===== config.mk =====
export PLATFORM = sky130hd
export DESIGN_NAME = uart_rx
export DESIGN_NICKNAME = d
export VERILOG_FILES = /design/src/rtl/uart_rx.sv
export SDC_FILE = /design/constraint.sdc
export NUM_CORES = 1
export LEC_CHECK = 0
export CAP_MARGIN = 5
export CORE_MARGIN = 1
export CORE_UTILIZATION = 25
export DETAILED_ROUTE_END_ITERATION = 10
export PLACE_DENSITY = 0.5
export RECOVER_POWER = 50
export SKIP_CTS_REPAIR_TIMING = 1
export SLEW_MARGIN = 10
export SYNTH_ARGS = -nofsm -noshare
export SYNTH_HDL_FRONTEND = slang
export SYNTH_SLANG_ARGS = --single-unit

===== constraint.sdc =====
create_clock -name clk -period 3.6 [get_ports clk]
set_clock_uncertainty 0.1 [all_clocks]
set_input_delay 0.36 -clock clk [delete_from_list [all_inputs] [get_ports clk]]
set_output_delay 0.36 -clock clk [all_outputs]
set_load 0.1 [all_outputs]

===== src/rtl/uart_rx.sv =====
// 8N1 UART receiver with a single-entry valid/ready holding register.
// Samples each bit at mid-period and flags framing errors and overruns.
module uart_rx #(
    parameter int CLK_FREQ  = 100000000,
    parameter int BAUD_RATE = 115200
) (
    input  logic       clk,
    input  logic       rst_n,
    input  logic       rx_i,
    input  logic       ready_i,
    output logic [7:0] data_o,
    output logic       valid_o,
    output logic       frame_err_o,
    output logic       overrun_o,
    output logic       busy_o
);

    localparam int BIT_PERIOD  = CLK_FREQ / BAUD_RATE;
    localparam int HALF_PERIOD = BIT_PERIOD / 2;

    localparam logic [15:0] BIT_LAST  = 16'(BIT_PERIOD - 1);
    localparam logic [15:0] HALF_LAST = 16'(HALF_PERIOD - 1);

    typedef enum logic [2:0] {
        IDLE,
        START,
        DATA,
        STOP,
        BREAK
    } state_t;

    state_t      state;
    logic        rx_m;
    logic        rx_s;
    logic [15:0] clk_cnt;
    logic [3:0]  bit_cnt;
    logic [7:0]  shift;

    // Two-flop synchroniser; idles high so reset looks like an idle line
    always_ff @(posedge clk or negedge rst_n) begin
        if (!rst_n) begin
            rx_m <= 1'b1;
            rx_s <= 1'b1;
        end else begin
            rx_m <= rx_i;
            rx_s <= rx_m;
        end
    end

    // Receive FSM, holding register and flag pulses
    always_ff @(posedge clk or negedge rst_n) begin
        if (!rst_n) begin
            state       <= IDLE;
            clk_cnt     <= '0;
            bit_cnt     <= '0;
            shift       <= '0;
            data_o      <= '0;
            valid_o     <= 1'b0;
            frame_err_o <= 1'b0;
            overrun_o   <= 1'b0;
            busy_o      <= 1'b0;
        end else begin
            frame_err_o <= 1'b0;
            overrun_o   <= 1'b0;
            if (valid_o && ready_i) begin
                valid_o <= 1'b0;
            end
            unique case (state)
                IDLE: begin
                    if (!rx_s) begin
                        state   <= START;
                        clk_cnt <= '0;
                        busy_o  <= 1'b1;
                    end
                end
                START: begin
                    if (clk_cnt == HALF_LAST) begin
                        clk_cnt <= '0;
                        if (!rx_s) begin
                            state   <= DATA;
                            bit_cnt <= '0;
                        end else begin
                            state  <= IDLE;
                            busy_o <= 1'b0;
                        end
                    end else begin
                        clk_cnt <= clk_cnt + 16'd1;
                    end
                end
                DATA: begin
                    if (clk_cnt == BIT_LAST) begin
                        shift   <= {rx_s, shift[7:1]};
                        clk_cnt <= '0;
                        bit_cnt <= bit_cnt + 4'd1;
                        if (bit_cnt == 4'd7) begin
                            state <= STOP;
                        end
                    end else begin
                        clk_cnt <= clk_cnt + 16'd1;
                    end
                end
                STOP: begin
                    if (clk_cnt == BIT_LAST) begin
                        clk_cnt <= '0;
                        if (rx_s) begin
                            state  <= IDLE;
                            busy_o <= 1'b0;
                            // A pop on this same cycle frees the slot
                            if (!valid_o || ready_i) begin
                                data_o  <= shift;
                                valid_o <= 1'b1;
                            end else begin
                                overrun_o <= 1'b1;
                            end
                        end else begin
                            frame_err_o <= 1'b1;
                            state       <= BREAK;
                        end
                    end else begin
                        clk_cnt <= clk_cnt + 16'd1;
                    end
                end
                BREAK: begin
                    // Held-low line must go high before a new start counts
                    if (rx_s) begin
                        state  <= IDLE;
                        busy_o <= 1'b0;
                    end
                end
                default: begin
                    state  <= IDLE;
                    busy_o <= 1'b0;
                end
            endcase
        end
    end

endmodule

# After elaboration in Yosys (flattened, before gate mapping)
# Index checks and enable logic that the tools add are counted.
[totals] ff_bits=45 word_cells=75 output_inout_bits=12 mem_bits_ro=0 ramBits=0 latch_bits=0 mem_count=0
[classes] n_div=0 eq_ne=14 n_addsub=2 bitwise_logic=1 n_shift=0 mul=0 n_lt_le_gt_ge=0 n_mux=34 reduce_logical=13
[ops] op="16-bit two-way mux" n=3
[ops] op="16-bit case mux with 3 select lines" n=1
[ops] op="3-bit two-way mux" n=7
[ops] op="16-bit by 1-bit adder with 16-bit output, second input constant" n=1
[ops] op="16-bit by 10-bit equality test with 1-bit output, second input constant" n=1
[ops] op="16-bit by 9-bit equality test with 1-bit output, second input constant" n=1
[ops] op="1-bit two-way mux" n=16
[ops] op="3-bit case mux with 5 select lines" n=1
[ops] op="2-bit != test, second input constant" n=7
[ops] op="4-bit two-way mux" n=3
[ops] op="4-bit AND reduction" n=3
[ops] op="4-bit case mux with 2 select lines" n=1
[ops] op="3-bit by 2-bit equality test with 1-bit output, second input constant" n=2
[ops] op="6-bit AND reduction" n=1
[ops] op="1-bit case mux with 5 select lines" n=1
[ops] op="4-bit by 1-bit adder with 4-bit output, second input constant" n=1
[ops] op="4-bit by 3-bit equality test with 1-bit output, second input constant" n=1
[ops] op="2-bit AND reduction" n=2
[ops] op="3-bit by 1-bit equality test with 1-bit output, second input constant" n=1
[ops] op="3-bit equality test, second input constant" n=1
[ops] op="3-bit zero test" n=1
[ops] op="3-bit nonzero test" n=1
[ops] op="2-bit two-way mux" n=1
[ops] op="2-bit nonzero test" n=1
[ops] op="other kinds (5)" n=5

# Longest topological paths before layout
[logic_depth] depth_word=6 ltp_mapped=8 depth_no_buf=7

# Least setup slack after synthesis
# OpenSTA, ideal clock, no wires.
[synth_path] path_kind="register to register" start="register clk_cnt[12]" end="register data_o[0]" setup_time_ns=0.128 setup_slack_ns=1.223 arrival_time_ns=2.149 synth_period_minus_slack_ns=2.377 stages_incl_launch_ff=7 required_ns=3.372 cell_sequence="dfrtp_1 or4_4 nor4_4 nand4_1 nor2b_1 buf_4 mux2_1"
[synth_between] elab_chain_len=2
[synth_rtl] element="start, declared" line_no="35" text="logic [15:0] clk_cnt;"
[synth_rtl] element="start signal, assigned" line_no="87" text="clk_cnt <= clk_cnt + 16'd1;"
[synth_rtl] element="start signal, assigned" line_no="99" text="clk_cnt <= clk_cnt + 16'd1;"
[synth_rtl] element="start signal, assigned" line_no="120" text="clk_cnt <= clk_cnt + 16'd1;"
[synth_rtl] element="16-bit by 10-bit equality test with 1-bit output" line_no="103" text="if (clk_cnt == BIT_LAST) begin"
[synth_rtl] element="4-bit AND reduction (no source line)"
[synth_rtl] element="end signal, assigned" line_no="110" text="data_o <= shift;"
[synth_rtl] element="end, declared" line_no="11" text="output logic [7:0] data_o,"
# Every way passes these cells.
# A chain may end at the register's enable or synchronous reset.

# Worst setup path in the final report
[layout_path] start="register clk_cnt[0]" end="register clk_cnt[6]"
[layout_between] elab_chain_len=3 word_cells_on_any_way=6 classes_between="add/sub: 1; eq/ne: 2; mux: 3"
[layout_rtl] element="16-bit by 1-bit adder with 16-bit output, or another cell as far along" line_no="87, 99, 120"
[layout_rtl] element="16-bit two-way mux, on equally long branches" line_no="91, 103, 77"
[layout_rtl] element="16-bit case mux with 3 select lines (*)" line_no="68" text="unique case (state)"
# Mark *: on every way between the ends. The rest lies on a longest branch, timed or not.

==> flow_metrics.env <==
export IMPL_status="finished, violations left"
export IMPL_violations="max-capacitance violations, max-slew violations"
export IMPL_ir_drop_mv=0.162
export IMPL_timing_final_ws_setup_ps=937
export IMPL_grt_start_max_net_pins=46
export IMPL_synth_edf_count=0
export IMPL_hold_path_class="reg2reg"
export IMPL_fmax_mhz=376
export IMPL_powerDensity_mw_per_mm2=342
export IMPL_setup_violations=0
export IMPL_ctsHtreeMaxLevel=2
export IMPL_multi_input_area_um2=993
export IMPL_min_period_ps=2660
export IMPL_synth_area_leaders="dfrtp_1 49%, mux2_1 8.2%, nand2_1 2.6%"
export IMPL_synth_flop_cell="dfrtp_1"
export IMPL_grt_pass1_vias=1479
export IMPL_drc=0
export IMPL_final_seq_area_mm2=0.00113
export IMPL_hold_viol_final=0
export IMPL_layout_drive_gt1_share_pct=9.38
export IMPL_portBuffers=15
export IMPL_drv_slew=46
export IMPL_grt_pass1_wl_um=7220
export IMPL_die_w_um=95.6
export IMPL_ys_warnings_count=0
export IMPL_clock_latency_ps=300
export IMPL_use_met1_pct=13.6
export IMPL_timing_hold_ws_ps=270
export IMPL_slew_headroom_pct=-62.9
export IMPL_use_met3_pct=2.39
export IMPL_initial_core_util_pct=26.2
export IMPL_cts_tree="built"
export IMPL_synthDistinctLibCells=45
export IMPL_num_io_pins=16
export IMPL_cp_start_kind="register"
export IMPL_fillers=895
export IMPL_period_share_pct=74.0
export IMPL_routed_wl_um=4300
export IMPL_antenna_cells=0
export IMPL_cp_data_required_time_ps=3690
export IMPL_cp_max_fo=15
export IMPL_cp_end_kind="register"
export IMPL_die_h_um=95.6
export IMPL_power_switching_mw=0.211
export IMPL_finalCoreUtilization_pct=30.5
export IMPL_pre_cts_slack_ps=936
export IMPL_area_growth_syn_to_layout_pct=16.1
export IMPL_ant_nets=0
export IMPL_wl_per_cell_um=13.1
export IMPL_via_count=1573
export IMPL_arrival_ps=2750
export IMPL_dieArea_mm2=0.00913
export IMPL_antenna_found_initial=0
export IMPL_vias_per_cell=4.78
export IMPL_dr_first_iter_drc_count=39
export IMPL_synth_seq_cells=45
export IMPL_max_cap_violations=1
export IMPL_fin_setup_tns_ps=0
export IMPL_grt_use_met2_pct=16.4
export IMPL_yosysTopAreaCellShare_pct=49.2
export IMPL_syn_inst=207
export IMPL_clkPwrFrac_pct=39.7
export IMPL_rows=33
export IMPL_nNetsFinal=230
export IMPL_clk_pin_slew_worst_paths_ps=100
export IMPL_cts_sinks=45
export IMPL_root_buffer="clkbuf_8"
export IMPL_p_int_mw=0.657
export IMPL_dr_pass1_iters=4
export IMPL_timing_worst_setup_path_type="reg2reg"
export IMPL_rsz0062_at_grt="no"
export IMPL_gr_usage_all_layers_pct=10.3
export IMPL_synth_top_area_cell="dfrtp_1"
export IMPL_synth_area_mm2=0.00219
export IMPL_grt_overflow=0
export IMPL_hpwl_um=2900
export IMPL_grt_busiest_layer="met2"
export IMPL_worst_slew_pin_slew_ps=2440
export IMPL_async_reset_ff_share_pct=100
export IMPL_clockBufferDepth=2
export IMPL_p_sw_share_pct=24.3
export IMPL_pwr_share_comb_pct=1.7
export IMPL_syn_nets=214
export IMPL_p_seq_share_pct=58.6
export IMPL_core_area_mm2=0.00834
export IMPL_power_mw=0.868
export IMPL_synth_yosys_seq_area_share_pct=51.6
export IMPL_gp_routability_congestion=0.754
export IMPL_numCtsBuffers=5
export IMPL_synth_area_per_cell_um2=10.6
export IMPL_p_leak_nw=1.17
[sequential cells by signal, indices dropped and copies added (netlist names)]
name	cells
data_o	8
rx_m	1
valid_o	1
bit_cnt	4
overrun_o	1
clk_cnt	16
frame_err_o	1
state	3
shift	8
busy_o	1
rx_s	1
[final timing paths]
path | cells past startpoint | end | slack, ps | start
worst max-delay path | 6 | clk_cnt[6] | 940 | clk_cnt[0]
max in group asynchronous | 1 | clk_cnt[8] | 1320 | rst_n
worst min register to register | 0 | rx_s | 270 | rx_m
min in group asynchronous | 1 | data_o[0] | 690 | rst_n
worst min-delay path | 0 | rx_s | 270 | rx_m
worst max register to register | 6 | clk_cnt[6] | 940 | clk_cnt[0]
[critical path, cell delays in order, from the launching register on]
cell     delay, ps
dfrtp_1        420
ha_1           260
or3b_2         490
nor4_4         360
o22a_1         560
o21ai_0        170
a21o_1         200
[kinds of logic after synthesis]
kind of cell,synth area share (%)
simple gates,19.7
xor+xnor,1.60
flops,51.6
fa+ha+maj,1.72
buf+inv,3.03
mux,9.21
compound gates,13.2
[Yosys cell counts, types with 2 or more instances]
cell type,number
xnor2_1,3
ha_1,3
or3b_2,2
a21o_1,4
nor3_1,4
nor4_1,2
dfstp_2,2
buf_4,2
a31oi_1,6
nor2_1,12
nor3b_1,2
inv_1,6
a21oi_1,11
buf_2,2
nand4_1,4
o21ai_1,8
mux2_1,16
o22a_1,2
and3_1,3
nand2b_1,5
o21ai_0,7
or3_1,3
or4_4,2
nand3_1,9
dfrtp_1,43
nor2b_1,3
nand2_1,15
and4_1,2
o22ai_1,5
clkbuf_1,4
[power by group through the flow]
stage / logic, mW / registers (mW) / clock network, mW
after global routing: 0.0179 / 0.509 / 0.379
final: 0.0150 / 0.509 / 0.345
after CTS: 0.0167 / 0.509 / 0.361
after global placement: 0.0167 / 0.519 / 0
after detailed placement: 0.0166 / 0.519 / 0
after floorplan: 0.00388 / 0.517 / 0
[cell type report]
cell class | count | share of cell area, %
Sequential cell | 45 | 44.4
Timing Repair Buffer | 18 | 6.55
Clock inverter | 3 | 1.13
Inverter | 6 | 0.887
Multi-Input combinational cell | 147 | 39.1
Clock buffer | 5 | 2.71
Tap cell | 105 | 5.17
[routing by layer]
layer	vias to the layer above	routed length (um)
met2	24	1970
met1	755	2150
met5	-	0
met3	4	130
li1	790	-
met4	0	46
[cells in the final DEF (no fill, tap or decap), types with 5 or more instances in the layout]
master | Yosys | layout
o21ai_0 | 7 | 7
o22ai_1 | 5 | 5
clkbuf_8 | 0 | 5
inv_1 | 6 | 6
mux2_1 | 16 | 16
nand3_1 | 9 | 9
nor2_1 | 12 | 12
o21ai_1 | 8 | 8
clkdlybuf4s50_1 | 0 | 13
dfrtp_1 | 43 | 43
a31oi_1 | 6 | 6
nand2_1 | 15 | 15
a21oi_1 | 11 | 11
nand2b_1 | 5 | 5
[per-stage QoR]
stage / cells / area (um^2)
final: 329 / 2540
after global routing: 329 / 2540
after CTS: 329 / 2540
after detailed placement: 321 / 2440
after global placement: 321 / 2440
after floorplan: 207 / 2190
(Power assumes the default switching activity.)
